### config.mk
export PLATFORM = sky130hd
export DESIGN_NAME = port_bus_master
export DESIGN_NICKNAME = d
export VERILOG_FILES = /design/src/rtl/port_bus_master_pkg.sv /design/src/rtl/port_bus_master.sv
export SDC_FILE = /design/constraint.sdc
export NUM_CORES = 1
export LEC_CHECK = 0
export CORE_MARGIN = 5
export CORE_UTILIZATION = 47
export DETAILED_ROUTE_END_ITERATION = 8
export PLACE_DENSITY_LB_ADDON = 0.15
export SKIP_CTS_REPAIR_TIMING = 1
export SLEW_MARGIN = 10
export SYNTH_ARGS = -nofsm -noshare
export SYNTH_HDL_FRONTEND = slang
export SYNTH_SLANG_ARGS = --single-unit
### constraint.sdc
create_clock -name clk -period 3.2 [get_ports clk]
set_clock_uncertainty 0.2 [all_clocks]
set_input_delay 0.8 -clock clk [delete_from_list [all_inputs] [get_ports clk]]
set_output_delay 0.8 -clock clk [all_outputs]
set_load 0.01 [all_outputs]
### src/rtl/port_bus_master_pkg.sv
// ============================================================================
// Module      : port_bus_master_pkg
// Description : Shared state encoding, port address map and counter limits
//               for the port bus master.
// Revision    : 1.0 - initial release
// ============================================================================
`default_nettype none

package port_bus_master_pkg;

  // Bus master sequencing states
  typedef enum logic [2:0] {
    ST_IDLE     = 3'd0,
    ST_SETUP    = 3'd1,
    ST_WAIT     = 3'd2,
    ST_STROBE   = 3'd3,
    ST_HOLD     = 3'd4,
    ST_RESP     = 3'd5,
    ST_IRQ_ACK  = 3'd6,
    ST_IRQ_WAIT = 3'd7
  } state_t;

  // Game I/O responder port map
  localparam logic [7:0] PORT_BTNS      = 8'h00;
  localparam logic [7:0] PORT_SW        = 8'h01;
  localparam logic [7:0] PORT_LED       = 8'h02;
  localparam logic [7:0] PORT_DIG3      = 8'h03;
  localparam logic [7:0] PORT_DIG2      = 8'h04;
  localparam logic [7:0] PORT_DIG1      = 8'h05;
  localparam logic [7:0] PORT_DIG0      = 8'h06;
  localparam logic [7:0] PORT_DP        = 8'h07;
  localparam logic [7:0] PORT_GAME_INFO = 8'h09;
  localparam logic [7:0] PORT_RAND      = 8'h0F;

  // Largest wait/hold count the 4-bit counter can hold
  localparam int unsigned CNT_MAX = 15;

  // Saturate a wait/hold parameter into the 4-bit counter range
  function automatic logic [3:0] clamp_cnt(input int unsigned v);
    if (v > CNT_MAX) return 4'(CNT_MAX);
    return 4'(v);
  endfunction

endpackage

`default_nettype wire

### src/rtl/port_bus_master.sv
// ============================================================================
// Module      : port_bus_master
// Description : Initiator of the 8-bit PicoBlaze-style port bus. Turns game
//               logic read/write commands into port_id/out_port/strobe cycles
//               and acknowledges the responder's level interrupt.
//               Optional macro PORT_BUS_MASTER_IRQ_CNT_EN adds irq_count.
// Revision    : 1.0 - initial release
// ============================================================================
`default_nettype none

module port_bus_master
  import port_bus_master_pkg::*;
#(
  parameter int unsigned RD_WAIT = 0,
  parameter int unsigned WR_HOLD = 0
) (
  input  logic       clk,
  input  logic       rst,
  input  logic       cmd_valid,
  output logic       cmd_ready,
  input  logic       cmd_write,
  input  logic       cmd_const,
  input  logic [7:0] cmd_port,
  input  logic [7:0] cmd_data,
  output logic       rsp_valid,
  output logic [7:0] rsp_data,
  output logic       busy,
  input  logic       irq_en,
  output logic       irq_taken,
  output logic [7:0] port_id,
  output logic [7:0] out_port,
  input  logic [7:0] in_port,
  output logic       write_strobe,
  output logic       k_write_strobe,
  output logic       read_strobe,
  input  logic       interrupt,
  output logic       interrupt_ack
`ifdef PORT_BUS_MASTER_IRQ_CNT_EN
  ,
  output logic [7:0] irq_count
`endif
);

  localparam logic [3:0] c_rd_wait = clamp_cnt(RD_WAIT);
  localparam logic [3:0] c_wr_hold = clamp_cnt(WR_HOLD);

  state_t     r_state;
  state_t     w_next_state;
  logic [3:0] r_cnt;
  logic       r_is_write;
  logic       r_is_const;
  logic       w_irq_req;
  logic       w_accept;

  assign w_irq_req = irq_en && interrupt;
  assign cmd_ready = (r_state == ST_IDLE) && !w_irq_req;
  assign busy      = (r_state != ST_IDLE);
  assign w_accept  = (r_state == ST_IDLE) && (w_next_state == ST_SETUP);

  // State register
  always_ff @(posedge clk or posedge rst) begin
    if (rst) r_state <= ST_IDLE;
    else     r_state <= w_next_state;
  end

  // Next-state decode; interrupt wins over a command offered in the same cycle
  always_comb begin
    w_next_state = r_state;
    case (r_state)
      ST_IDLE: begin
        if (w_irq_req)      w_next_state = ST_IRQ_ACK;
        else if (cmd_valid) w_next_state = ST_SETUP;
      end
      ST_SETUP: begin
        if (!r_is_write && (c_rd_wait != 4'd0)) w_next_state = ST_WAIT;
        else                                    w_next_state = ST_STROBE;
      end
      ST_WAIT: begin
        if (r_cnt == 4'd0) w_next_state = ST_STROBE;
      end
      ST_STROBE: begin
        if (!r_is_write)              w_next_state = ST_RESP;
        else if (c_wr_hold != 4'd0)   w_next_state = ST_HOLD;
        else                          w_next_state = ST_IDLE;
      end
      ST_HOLD: begin
        if (r_cnt == 4'd0) w_next_state = ST_IDLE;
      end
      ST_RESP:     w_next_state = ST_IDLE;
      ST_IRQ_ACK:  w_next_state = ST_IRQ_WAIT;
      // Hold here until the level drops so one interrupt is acked once
      ST_IRQ_WAIT: begin
        if (!interrupt) w_next_state = ST_IDLE;
      end
      default:     w_next_state = ST_IDLE;
    endcase
  end

  // Shared wait/hold counter: loaded on entry, counts down to zero
  always_ff @(posedge clk or posedge rst) begin
    if (rst) begin
      r_cnt <= 4'd0;
    end else begin
      case (r_state)
        ST_SETUP:        r_cnt <= c_rd_wait - 4'd1;
        ST_STROBE:       r_cnt <= c_wr_hold - 4'd1;
        ST_WAIT, ST_HOLD: if (r_cnt != 4'd0) r_cnt <= r_cnt - 4'd1;
        default:         r_cnt <= r_cnt;
      endcase
    end
  end

  // Command capture; port_id keeps the last address while idle
  always_ff @(posedge clk or posedge rst) begin
    if (rst) begin
      port_id    <= 8'h00;
      out_port   <= 8'h00;
      r_is_write <= 1'b0;
      r_is_const <= 1'b0;
    end else if (w_accept) begin
      port_id    <= cmd_port;
      r_is_write <= cmd_write;
      r_is_const <= cmd_const;
      if (cmd_write) out_port <= cmd_data;
    end
  end

  // Registered strobes and pulses, raised for the cycle spent in their state
  always_ff @(posedge clk or posedge rst) begin
    if (rst) begin
      write_strobe   <= 1'b0;
      k_write_strobe <= 1'b0;
      read_strobe    <= 1'b0;
      rsp_valid      <= 1'b0;
      interrupt_ack  <= 1'b0;
      irq_taken      <= 1'b0;
    end else begin
      write_strobe   <= (w_next_state == ST_STROBE) && r_is_write && !r_is_const;
      k_write_strobe <= (w_next_state == ST_STROBE) && r_is_write &&  r_is_const;
      read_strobe    <= (w_next_state == ST_STROBE) && !r_is_write;
      rsp_valid      <= (w_next_state == ST_RESP);
      interrupt_ack  <= (w_next_state == ST_IRQ_ACK);
      irq_taken      <= (w_next_state == ST_IRQ_ACK);
    end
  end

  // Read data captured at the close of the read strobe cycle
  always_ff @(posedge clk or posedge rst) begin
    if (rst)                                        rsp_data <= 8'h00;
    else if ((r_state == ST_STROBE) && !r_is_write) rsp_data <= in_port;
  end

`ifdef PORT_BUS_MASTER_IRQ_CNT_EN
  // Acknowledged interrupt counter, wraps naturally at 8 bits
  always_ff @(posedge clk or posedge rst) begin
    if (rst)            irq_count <= 8'h00;
    else if (irq_taken) irq_count <= irq_count + 8'h01;
  end
`endif

endmodule

`default_nettype wire
# Word-level counts from Yosys, hierarchy flattened
# Index checks and enable logic that the tools add are counted.
[word_totals] regBits=38 input_bits=31 out_inout_bits=32
[classes] addsub=1 n_eq_ne=12 muxes=9 reduce_logical=20
[ops] cell="$pmux W3 S8" n=1
[ops] cell="$eq A3 B3 Y1 const B" n=6
[ops] cell="$mux W3" n=6
[ops] cell="$eq A3 B2 Y1 const B" n=3
[ops] cell="$logic_and A1 B1 Y1" n=8
[ops] cell="$pmux W4 S2" n=1
[ops] cell="$eq A3 B1 Y1 const B" n=2
[ops] cell="$logic_not A4 Y1" n=1
[ops] cell="$mux W4" n=1
[ops] cell="$reduce_and A2 Y1" n=2
[ops] cell="$reduce_bool A4 Y1" n=1
[ops] cell="$reduce_or A2 Y1" n=2
[ops] cell="$sub A4 B1 Y4 const B" n=1
[ops] cell="$logic_not A1 Y1" n=3
[ops] cell="$logic_not A3 Y1" n=1
[ops] cell="$reduce_bool A3 Y1" n=1
[ops] cell="$ne A2 B2 Y1 const B" n=1
[ops] cell="$reduce_bool A2 Y1" n=1

# Depth between registers and ports, before layout
[depth] word_depth=6 mapped_depth=5

# Worst setup path before layout
# No wires, ideal clock.
[synth_path] kind="register -> output" from="register r_state[1]" to="output port cmd_ready" t_arrival_ns=1.213 t_required_ns=2.200 setup_slack_ns=0.987 path_stages_with_launch=4 n_path_buf=1 path_cell_list="dfrtp_1 -> buf_4 -> or3_1 -> a21oi_1"
[synth_via] elab_chain_cells=2
[synth_lines] element="start, declared" line="port_bus_master.sv:47" source="state_t r_state;"
[synth_lines] element="start signal, assigned" line="port_bus_master.sv:63" source="else r_state <= w_next_state;"
[synth_lines] element="$logic_not A3 Y1" line="port_bus_master.sv:56" source="assign cmd_ready = (r_state == ST_IDLE) && !w_irq_req;"
[synth_lines] element="$logic_and A1 B1 Y1" line="port_bus_master.sv:56"
[synth_lines] element="end, declared" line="port_bus_master.sv:20" source="output logic cmd_ready,"
# No other way between the ends.

# Worst setup path after layout
[layout_path] from="input port interrupt" to="output port cmd_ready"
[layout_via] elab_chain_cells=3
[layout_lines] element="start, declared" line="port_bus_master.sv:36" source="input logic interrupt,"
[layout_lines] element="$logic_and A1 B1 Y1" line="port_bus_master.sv:55" source="assign w_irq_req = irq_en && interrupt;"
[layout_lines] element="$logic_not A1 Y1" line="port_bus_master.sv:56"
[layout_lines] element="$logic_and A1 B1 Y1" line="port_bus_master.sv:56"
# No other way between the ends.

==> results.py <==
metrics = {
    "drt": {
        "post_drt_wl_per_cell_um": 14.7,
        "firstDrtPassIters": 4,
        "viasPerCell": 5.10,
        "vias": 1244,
        "first_iter_violations": 86,
        "wirelength_mm": 3.58,
        "drc_errors": 0,
        "postRouteAntennaNets": 0,
    },
    "logic_synthesis": {
        "ys_seq_area_share_pct": 54.9,
        "synth_cell_types": 37,
        "synth_ff_type": "dfrtp_1",
        "syn_inst": 130,
        "syn_area_mm2": 0.00173,
        "yosysWarnings": 0,
        "syn-mean-instance-area_um2": 13.3,
        "synth_edf_count": 0,
        "synth-seq-cells": 38,
        "syn-num-nets": 162,
        "synth-async-reset-ratio_pct": 100,
    },
    "min_path": {
        "hold_path.class": "reg2reg",
    },
    "global_route": {
        "grt_max_degree": 39,
        "gr-total-overflow": 0,
        "track_usage_pct": 15.0,
        "grt_pass1_vias": 1315,
        "grt_first_pass_wirelength_mm": 6.00,
        "antenna_found_initial": 0,
    },
    "sta": {
        "maxSlewViolCount": 0,
        "period_needed_ps": 2970,
        "rsz0062_at_grt": "no",
        "period_share_pct": 92.7,
        "final-setup-viol-count": 0,
        "clock.fmax_mhz": 337,
        "finalHoldViolCount": 0,
        "worst_slack_ps": 233,
        "setup_tns_ps": 0,
        "relSlewSlack_pct": 68.0,
        "hold_ws_ps": 270,
        "worst_pin_slew_ps": 480,
    },
    "run_status": {
        "status": "finished clean",
    },
    "clocking": {
        "clock_path_buffers": 2,
        "clock_latency_ps": 290,
        "numClockSinks": 38,
        "clockRootBuffer": "clkbuf_8",
        "cts_tree": "done",
        "clk_pin_slew_ps": 80,
        "cts_buffers": 5,
        "htree_levels": 2,
    },
    "run": {
        "drv_cap": 0,
    },
    "floorplanning": {
        "ioPinCount": 63,
        "rows": 22,
        "initial_utilization_pct": 48.0,
        "core_mm2": 0.00361,
        "die_x_um": 70.7,
        "dieArea_mm2": 0.00500,
        "fp.dieH_um": 70.7,
    },
    "cells_and_area": {
        "final_common_cell": "clkdlybuf4s50_1",
        "mostFrequentLayoutCells": "clkdlybuf4s50_1, dfrtp_1, mux2_2, mux2_4, nor2_1",
        "area_growth_pct": 43.8,
        "fin_nets": 227,
        "drive_above_1_share_pct": 21.4,
        "n_antenna_cell": 0,
    },
    "setup_path": {
        "path_max_fanout": 5,
        "end_kind": "primary output",
        "cp_cell_sequence": "clkdlybuf4s50_1, a21oi_1, clkdlybuf4s50_1",
        "worstSetupPathType": "in2out",
        "cp.arrival_ps": 1970,
        "cpMaxStageDelayCell": "clkdlybuf4s50_1",
        "critical_path.max_stage_delay_ps": 550,
        "cp_common_cell": "clkdlybuf4s50_1",
        "cp_data_required_time_ps": 2200,
        "worst_setup_path_start_kind": "primary input",
    },
    "place": {
        "io_buffers": 62,
        "place_ws_ps": 227,
        "gp_congestion": 0.782,
        "place_hpwl_mm": 2.68,
    },
    "pwr": {
        "leakagePower_nw": 1.08,
        "irDropWorstVdd_uv": 468,
        "total_power_mw": 2.31,
        "p_per_area_mw_per_mm2": 927,
    },
}
-- area by class of cell --
type / count / area (um2)
Clock buffer: 5 / 68.8
Clock inverter: 3 / 45.0
Fill cell: 274 / 1120
Inverter: 5 / 18.8
Multi-Input combinational cell: 80 / 703
Sequential cell: 38 / 951
Tap cell: 48 / 60.1
Timing Repair Buffer: 65 / 643
-- metal layers --
layer	GRT usage [%]	routed length, um
met1	17.2	1490
met2	24.3	1690
met3	6.82	337
met4	6.47	66
met5	0	0
-- cells in the mapped netlist (2+ instances only) --
cell	n	area, um2
nor2_1	6	22.5
nor4b_1	2	17.5
o21a_1	2	15.0
nand2_1	5	18.8
nor3_1	5	25.0
a21oi_1	4	20.0
o21ai_0	4	20.0
mux2_2	17	191
mux2_4	8	120
mux2i_1	2	20.0
o221ai_1	2	17.5
buf_2	2	10.0
inv_1	5	18.8
a21o_1	2	15.0
buf_4	2	15.0
dfrtp_1	38	951
buf_6	3	33.8
a21boi_0	2	15.0
-- stage by stage --
| stage | utilization [%] | std cells | instance area [um2] |
|---|---|---|---|
| 2_1_floorplan | - | 130 | 1730 |
| 3_3_place_gp | 65.9 | 236 | 2380 |
| 3_5_place_dp | 65.9 | 236 | 2380 |
| 4_1_cts | 69.0 | 244 | 2490 |
| 5_1_grt | 69.0 | 244 | 2490 |
| 6_report | 69.0 | 244 | 2490 |
-- power by group --
part,switching [mW],internal [mW]
clock network,0.171,0.232
registers,0.139,0.692
logic,0.424,0.650
total,0.735,1.57
-- worst max-delay path: cells and delay by family --
family	cells	cell delay, ps
buffers and inverters	2	1020
AOI/OAI and AO/OA	1	150
-- state kept, by name, summed over array words and instances, names as in the netlist, 3 cells and up --
register,cells
out_port,8
port_id,8
rsp_data,8
r_cnt,4
r_state,3
-- cell families (layout without fill, tap and decap cells) --
kind of cell | count (synthesis) | after routing | synth area share [%]
compound gates | 22 | 22 | 9.03
xor+xnor | 1 | 1 | 0.506
buf+inv | 12 | 78 | 4.48
fa+ha+maj | 1 | 1 | 0.722
flops | 38 | 38 | 54.9
mux | 27 | 27 | 19.1
simple gates | 29 | 29 | 11.2
-- path summary, 6_finish.rpt --
| kind | startpoint | end | slack, ps | depth (start not counted) |
|---|---|---|---|---|
| max | interrupt | cmd_ready | 230 | 3 |
| min | r_is_const | write_strobe | 270 | 1 |
| max reg2reg | r_state[1] | port_id[0] | 1280 | 3 |
| min reg2reg | r_is_const | write_strobe | 270 | 1 |
| max in group asynchronous | rst | r_cnt[0] | 1740 | 3 |
| min in group asynchronous | rst | port_id[5] | 730 | 3 |
Note: power is estimated with default switching activity, not from simulation.
